### src/rtl/ceespu_memarbiter_if.sv
// Bundle of cache-side and SDRAM-side signals around the ceespu line arbiter.
// The arbiter uses the slave modport; the caches/SDRAM model use master.
interface ceespu_memarbiter_if #(
   parameter int ADDR_BITS = 25,
   parameter int BURST_LEN = 8
);
   localparam int BEAT_BITS = $clog2(BURST_LEN);

   // cache side
   logic [1:0]           req;
   logic [1:0]           we;
   logic [ADDR_BITS-1:0] addr0;
   logic [ADDR_BITS-1:0] addr1;
   logic [31:0]          wdata0;
   logic [31:0]          wdata1;
   logic [1:0]           grant;
   logic [BEAT_BITS-1:0] beat;
   logic [31:0]          rdata;
   logic [1:0]           rvalid;
   logic [1:0]           wnext;
   logic [1:0]           done;

   // SDRAM controller side
   logic                 sd_cmd;
   logic                 sd_we;
   logic [ADDR_BITS-1:0] sd_addr;
   logic                 sd_cmdack;
   logic [31:0]          sd_wdata;
   logic                 sd_wack;
   logic [31:0]          sd_rdata;
   logic                 sd_rvalid;

   modport slave (
      input  req, we, addr0, addr1, wdata0, wdata1,
      input  sd_cmdack, sd_wack, sd_rdata, sd_rvalid,
      output grant, beat, rdata, rvalid, wnext, done,
      output sd_cmd, sd_we, sd_addr, sd_wdata
   );

   modport master (
      output req, we, addr0, addr1, wdata0, wdata1,
      output sd_cmdack, sd_wack, sd_rdata, sd_rvalid,
      input  grant, beat, rdata, rvalid, wnext, done,
      input  sd_cmd, sd_we, sd_addr, sd_wdata
   );
endinterface

### src/rtl/ceespu_memarbiter.sv
// Round-robin line-transfer arbiter between the two ceespu caches and the SDRAM
// controller: one burst command per granted line, then per-beat stepping.
module ceespu_memarbiter #(
   parameter int ADDR_BITS = 25,
   parameter int BURST_LEN = 8
) (
   input  logic                I_clk,
   input  logic                I_rst,
   ceespu_memarbiter_if.slave  bus,
   output logic [1:0]          dbg_state
);
   localparam int BEAT_BITS = $clog2(BURST_LEN);
   localparam int LOW_BITS  = BEAT_BITS + 2;
   localparam logic [BEAT_BITS-1:0] LAST_BEAT = BEAT_BITS'(BURST_LEN - 1);
   localparam logic [ADDR_BITS-1:0] LINE_MASK = ~ADDR_BITS'((1 << LOW_BITS) - 1);

   typedef enum logic [1:0] {
      IDLE = 2'd0,
      CMD  = 2'd1,
      XFER = 2'd2,
      DONE = 2'd3
   } state_t;

   state_t               state, state_nx;
   logic [1:0]           grant, grant_nx;
   logic [BEAT_BITS-1:0] beat, beat_nx;
   logic                 sd_cmd, sd_cmd_nx;
   logic                 sd_we, sd_we_nx;
   logic [ADDR_BITS-1:0] sd_addr, sd_addr_nx;
   logic [1:0]           done, done_nx;
   logic                 last, last_nx;
   logic                 pick1;
   logic                 beat_ok;

   // Beat handshake: a beat moves in any XFER cycle where the SDRAM side strobes
   // sd_rvalid (refill) or sd_wack (write-back); the cache sees it the same cycle
   // as rvalid/wnext. Strobes of the other direction or outside XFER are dropped.
   always_comb begin
      beat_ok = (state == XFER) && (sd_we ? bus.sd_wack : bus.sd_rvalid);
   end

   always_comb begin
      state_nx   = state;
      grant_nx   = grant;
      beat_nx    = beat;
      sd_cmd_nx  = sd_cmd;
      sd_we_nx   = sd_we;
      sd_addr_nx = sd_addr;
      done_nx    = 2'b00;
      last_nx    = last;
      pick1      = 1'b0;
      case (state)
         IDLE: begin
            if (bus.req != 2'b00) begin
               // on a tie, the port that did not own the previous line wins
               pick1      = (bus.req == 2'b10) || ((bus.req == 2'b11) && !last);
               grant_nx   = pick1 ? 2'b10 : 2'b01;
               sd_we_nx   = pick1 ? bus.we[1] : bus.we[0];
               sd_addr_nx = (pick1 ? bus.addr1 : bus.addr0) & LINE_MASK;
               sd_cmd_nx  = 1'b1;
               beat_nx    = '0;
               state_nx   = CMD;
            end
         end
         CMD: begin
            if (bus.sd_cmdack) begin
               sd_cmd_nx = 1'b0;
               state_nx  = XFER;
            end
         end
         XFER: begin
            if (beat_ok) begin
               beat_nx = beat + 1'b1;
               if (beat == LAST_BEAT) begin
                  state_nx = DONE;
                  done_nx  = grant;
               end
            end
         end
         DONE: begin
            last_nx  = grant[1];
            grant_nx = 2'b00;
            state_nx = IDLE;
         end
         default: state_nx = IDLE;
      endcase
   end

   always_ff @(posedge I_clk) begin
      if (I_rst) begin
         state   <= IDLE;
         grant   <= 2'b00;
         beat    <= '0;
         sd_cmd  <= 1'b0;
         sd_we   <= 1'b0;
         sd_addr <= '0;
         done    <= 2'b00;
         last    <= 1'b1;
      end else begin
         state   <= state_nx;
         grant   <= grant_nx;
         beat    <= beat_nx;
         sd_cmd  <= sd_cmd_nx;
         sd_we   <= sd_we_nx;
         sd_addr <= sd_addr_nx;
         done    <= done_nx;
         last    <= last_nx;
      end
   end

   assign bus.grant    = grant;
   assign bus.beat     = beat;
   assign bus.done     = done;
   assign bus.sd_cmd   = sd_cmd;
   assign bus.sd_we    = sd_we;
   assign bus.sd_addr  = sd_addr;
   assign bus.rdata    = bus.sd_rdata;
   assign bus.rvalid   = ((state == XFER) && !sd_we && bus.sd_rvalid) ? grant : 2'b00;
   assign bus.wnext    = ((state == XFER) && sd_we && bus.sd_wack) ? grant : 2'b00;
   assign bus.sd_wdata = grant[1] ? bus.wdata1 : bus.wdata0;
   assign dbg_state    = state;
endmodule

### src/flat_wrapper.sv
// flat-port wrapper written by rule: the top's interface ports become plain ports
module ceespu_memarbiter_flat 
#(
   parameter int ADDR_BITS = 25,
   parameter int BURST_LEN = 8
)
  (I_clk, I_rst, dbg_state, bus_req, bus_we, bus_addr0, bus_addr1, bus_wdata0, bus_wdata1, bus_sd_cmdack, bus_sd_wack, bus_sd_rdata, bus_sd_rvalid, bus_grant, bus_beat, bus_rdata, bus_rvalid, bus_wnext, bus_done, bus_sd_cmd, bus_sd_we, bus_sd_addr, bus_sd_wdata);
  ceespu_memarbiter_if #(.ADDR_BITS(ADDR_BITS), .BURST_LEN(BURST_LEN)) bus_i ();
  input  logic I_clk;
  input  logic I_rst;
  output logic [1:0] dbg_state;
  input wire logic [$bits(bus_i.req)-1:0] bus_req;
  input wire logic [$bits(bus_i.we)-1:0] bus_we;
  input wire logic [$bits(bus_i.addr0)-1:0] bus_addr0;
  input wire logic [$bits(bus_i.addr1)-1:0] bus_addr1;
  input wire logic [$bits(bus_i.wdata0)-1:0] bus_wdata0;
  input wire logic [$bits(bus_i.wdata1)-1:0] bus_wdata1;
  input wire logic [$bits(bus_i.sd_cmdack)-1:0] bus_sd_cmdack;
  input wire logic [$bits(bus_i.sd_wack)-1:0] bus_sd_wack;
  input wire logic [$bits(bus_i.sd_rdata)-1:0] bus_sd_rdata;
  input wire logic [$bits(bus_i.sd_rvalid)-1:0] bus_sd_rvalid;
  output wire logic [$bits(bus_i.grant)-1:0] bus_grant;
  output wire logic [$bits(bus_i.beat)-1:0] bus_beat;
  output wire logic [$bits(bus_i.rdata)-1:0] bus_rdata;
  output wire logic [$bits(bus_i.rvalid)-1:0] bus_rvalid;
  output wire logic [$bits(bus_i.wnext)-1:0] bus_wnext;
  output wire logic [$bits(bus_i.done)-1:0] bus_done;
  output wire logic [$bits(bus_i.sd_cmd)-1:0] bus_sd_cmd;
  output wire logic [$bits(bus_i.sd_we)-1:0] bus_sd_we;
  output wire logic [$bits(bus_i.sd_addr)-1:0] bus_sd_addr;
  output wire logic [$bits(bus_i.sd_wdata)-1:0] bus_sd_wdata;
  assign bus_i.req = bus_req;
  assign bus_i.we = bus_we;
  assign bus_i.addr0 = bus_addr0;
  assign bus_i.addr1 = bus_addr1;
  assign bus_i.wdata0 = bus_wdata0;
  assign bus_i.wdata1 = bus_wdata1;
  assign bus_i.sd_cmdack = bus_sd_cmdack;
  assign bus_i.sd_wack = bus_sd_wack;
  assign bus_i.sd_rdata = bus_sd_rdata;
  assign bus_i.sd_rvalid = bus_sd_rvalid;
  assign bus_grant = bus_i.grant;
  assign bus_beat = bus_i.beat;
  assign bus_rdata = bus_i.rdata;
  assign bus_rvalid = bus_i.rvalid;
  assign bus_wnext = bus_i.wnext;
  assign bus_done = bus_i.done;
  assign bus_sd_cmd = bus_i.sd_cmd;
  assign bus_sd_we = bus_i.sd_we;
  assign bus_sd_addr = bus_i.sd_addr;
  assign bus_sd_wdata = bus_i.sd_wdata;
  ceespu_memarbiter #(.ADDR_BITS(ADDR_BITS), .BURST_LEN(BURST_LEN)) u_core (.I_clk(I_clk), .I_rst(I_rst), .bus(bus_i), .dbg_state(dbg_state));
endmodule
### config.mk
export PLATFORM = sky130hd
export DESIGN_NAME = ceespu_memarbiter_flat
export DESIGN_NICKNAME = d
export VERILOG_FILES = /design/src/rtl/ceespu_memarbiter_if.sv /design/src/rtl/ceespu_memarbiter.sv /design/src/flat_wrapper.sv
export SDC_FILE = /design/constraint.sdc
export NUM_CORES = 1
export LEC_CHECK = 0
export CELL_PAD_IN_SITES_DETAIL_PLACEMENT = 1
export CELL_PAD_IN_SITES_GLOBAL_PLACEMENT = 2
export CORE_UTILIZATION = 14
export DETAILED_ROUTE_END_ITERATION = 6
export GPL_TIMING_DRIVEN = 1
export PLACE_DENSITY_LB_ADDON = 0.1
export SYNTH_ARGS = -nofsm -noshare
export SYNTH_HDL_FRONTEND = slang
export SYNTH_SLANG_ARGS = --single-unit
### constraint.sdc
create_clock -name I_clk -period 3.5 [get_ports I_clk]
set_input_delay 0.7 -clock I_clk [delete_from_list [all_inputs] [get_ports I_clk]]
set_output_delay 0.7 -clock I_clk [all_outputs]
set_load 0.01 [all_outputs]
==> key figures <==
STA
  – Slew Viols, Final: 0
  – Clock Skew: 0.00477 ns
  – Worst-Margin Slew: a little under 1 ns
  – Min cycle time layout: 2.74 ns
  – Final Hold Fails: 0
  – Min Hold Slack: about 0.46 ns
  – Post-route clock period utilization: 78.3%
  – Max Fclk: between 300 and 400 MHz
  – Setup TNS: 0 ns
  – Setup violators final: 0
  – Final WS setup: between 0.7 and 0.8 ns
  – Slew HR: a little over a third
  – RSZ-0062 raised after global routing: false

Floorplanning
  – Die Y: between 100 and 150 um
  – Initial Util: approximately 14%
  – Std-Cell Rows: 45
  – Die width: approximately 130 um
  – Area of the core: between 15000 and 20000 um2
  – # IOs: 259
  – DIE AREA: between 15000 and 20000 um2

Placed design
  – Port bufs: about 180
  – HPWL after DPL: ~7500 um
  – GP Congestion: 0.675
  – Place WS: about 0.76 ns

Synth
  – Mean Syn Cell Area: approximately 10 um2
  – Syn Std Cell Area: around 2200 um2
  – Synthesized flop and latch total: 32
  – Synthesized instance count: 220
  – YS warnings: 0
  – Library cells used by synthesis: 32
  – Sequential share of the synthesized area: between 20% and 30%

Finish
  – Layout cells sized above 1: 14.4%
  – Syn-to-layout area delta: 88.2%
  – Diodes inserted: 0
  – Nets: between 500 and 600

Worst setup path
  – Critical path endpoint category: output port
  – Reg2reg start: u_core.dbg_state[0]$_SDFFE_PP0P_
  – CP Data Arrival Time: about 2.0 ns
  – R2R Setup Slk: ~1.7 ns
  – Crit start category: flop
  – Setup CP Type: reg -> out
  – Worst-path fanout max: 13
  – Reg2reg end: u_core.dbg_state[0]$_SDFFE_PP0P_
  – Worst r2r path cells: 5
  – CP Data Required Time: 2.80 ns

Route
  – Via/cell ratio: between 4 and 5
  – First-pass DRT Iterations: 4
  – DRC viols: 0
  – Initial DRC count: 49
  – Vias: between 2000 and 2500
  – ANT nets after route: 0
  – Wirelength per Cell: roughly 17 um
  – Drt total wl: 9350 um

Clock network
  – Clock latency on the worst-skew pair: 0.28 ns
  – Postcts setup bufs: 0
  – Clock transition at the registers of the reported paths: 0.06 ns
  – H-tree Lvls: 2
  – CTS tree: yes
  – Clock buffer depth: 2
  – CTS Sinks: 32
  – Hold-fix buffers, CTS: 0
  – Total CTS buffers: 5
  – Clk root buf: clkbuf_16
  – Post-CTS sizing: 0

GRT
  – Pin count of the biggest net entering global routing: 34
  – Grt ovf: 0
  – Total track usage: about an eighth
  – Antenna violations before repair: 0
  – First-pass GRT wire length: 14000 um
  – Vias in the first global route: ~2400

Status
  – Status: completed

Worst hold path
  – Worst hold path class: reg -> reg
  – Hold Path Sink: u_core.bus.sd_addr[18]$_SDFFE_PP0P_
  – Worst min-delay path startpoint: u_core.bus.sd_addr[18]$_SDFFE_PP0P_
  – Hold Crit Depth: 1

Power and ir drop
  – Worst VDD drop: between 0.00015 and 0.0002 V
  – Power Density: 474 nW/um2
  – Lkg Pwr: approximately 1.4 nW
  – Total power: ~1.9 mW

Flow run
  – Max-cap violation count: 0
## sequential cells by signal, indices dropped and copies added, names as in the netlist
register            flops
u_core.bus.sd_addr     20
u_core.bus.done         2
u_core.bus.sd_we        1
u_core.bus.grant        2
u_core.dbg_state        2
u_core.bus.beat         3
u_core.last             1
u_core.bus.sd_cmd       1
## power breakdown
group	total [mW]	internal, mW	switching, mW
combinational	0.919	0.526	0.394
clock	0.501	0.335	0.166
sequential	0.510	0.446	0.0638
total	1.93	1.31	0.623
## final cells by class
class / instances / area (um2)
Multi-Input combinational cell: 134 / 1170
Fill cell: 1710 / 11100
Sequential cell: 32 / 641
Timing Repair Buffer: 184 / 1840
Inverter: 4 / 15.0
Tap cell: 188 / 235
Clock buffer: 6 / 129
Clock inverter: 2 / 35.0
## placed cells by master, fill, tap and decap left out, types with 5 or more instances in the layout
cell	instances
clkbuf_16	5
nand2_1	9
o2bb2ai_1	21
conb_1	5
mux2i_1	6
dfxtp_1	32
a32oi_1	21
clkdlybuf4s50_1	179
mux2_2	32
ha_1	7
## critical path, cell delays in order (launching register included)
cell and delay, ns:
dfxtp_1 0.36, inv_1 0.13, ha_1 0.46, and4_2 0.28, clkdlybuf4s50_1 0.54
## cell usage after synthesis (all sizes together)
cell type	n	area, um2
mux2	32	360
or4	1	7.51
nor3b	1	12.5
mux2i	6	60.1
a32oi	21	184
o211a	1	10.0
o21a	1	7.51
a21boi	1	7.51
nand3	3	15.0
nor2	3	11.3
o2bb2ai	21	184
conb	1	3.75
a21oi	3	15.0
nor2b	3	18.8
inv	4	15.0
nand2b	1	6.26
nor3	1	5.00
and3	2	12.5
and2	2	12.5
clkbuf	7	26.3
buf	47	328
o21ai	3	15.0
and4	2	20.0
dfxtp	32	641
nand2	9	33.8
and2b	1	8.76
a2111oi	1	27.5
o21bai	1	7.51
ha	7	87.6
a211oi	1	12.5
nand3b	1	7.51
## stage by stage
| stage | std cells | util [%] | instance area, um2 |
|---|---|---|---|
| finish | 550 | 26.9 | 4070 |
| CTS | 550 | 26.9 | 4070 |
| detailed placement | 542 | 25.8 | 3910 |
| floorplan | 224 | - | 2180 |
| global route | 550 | 26.9 | 4070 |
| global placement | 542 | 25.8 | 3910 |
## routing by layer
| metal | wire length, um | vias up | track usage [%] |
|---|---|---|---|
| met3 | 789 | 20 | 3.80 |
| li1 | - | 1060 | - |
| met2 | 4950 | 110 | 22.2 |
| met1 | 3430 | 1024 | 11.6 |
| met4 | 178 | 0 | 4.61 |
| met5 | 0 | - | 0 |
## cells by family after synthesis
group / Yosys count / share of synthesized area, %
buf+inv: 58 / 17.1
compound gates: 54 / 21.7
mux: 38 / 19.4
flops: 32 / 29.6
simple gates: 30 / 7.92
fa+ha+maj: 7 / 4.05
other cells: 1 / 0.173
## worst max path at each step
stage / startpoint / end / slack (ns)
final: u_core.dbg_state[0]$_SDFFE_PP0P_ / bus_wnext[1] / 0.76
after global routing: u_core.dbg_state[0]$_SDFFE_PP0P_ / bus_wnext[1] / 0.62
after CTS: u_core.dbg_state[0]$_SDFFE_PP0P_ / bus_wnext[1] / 0.72
after detailed placement: bus_sd_rvalid / bus_rvalid[0] / 0.76
after global placement: bus_sd_rvalid / bus_rvalid[0] / 0.78
after floorplan: u_core.dbg_state[0]$_SDFFE_PP0P_ / bus_wnext[0] / 1.61
Power figures use the tool's default switching activity.
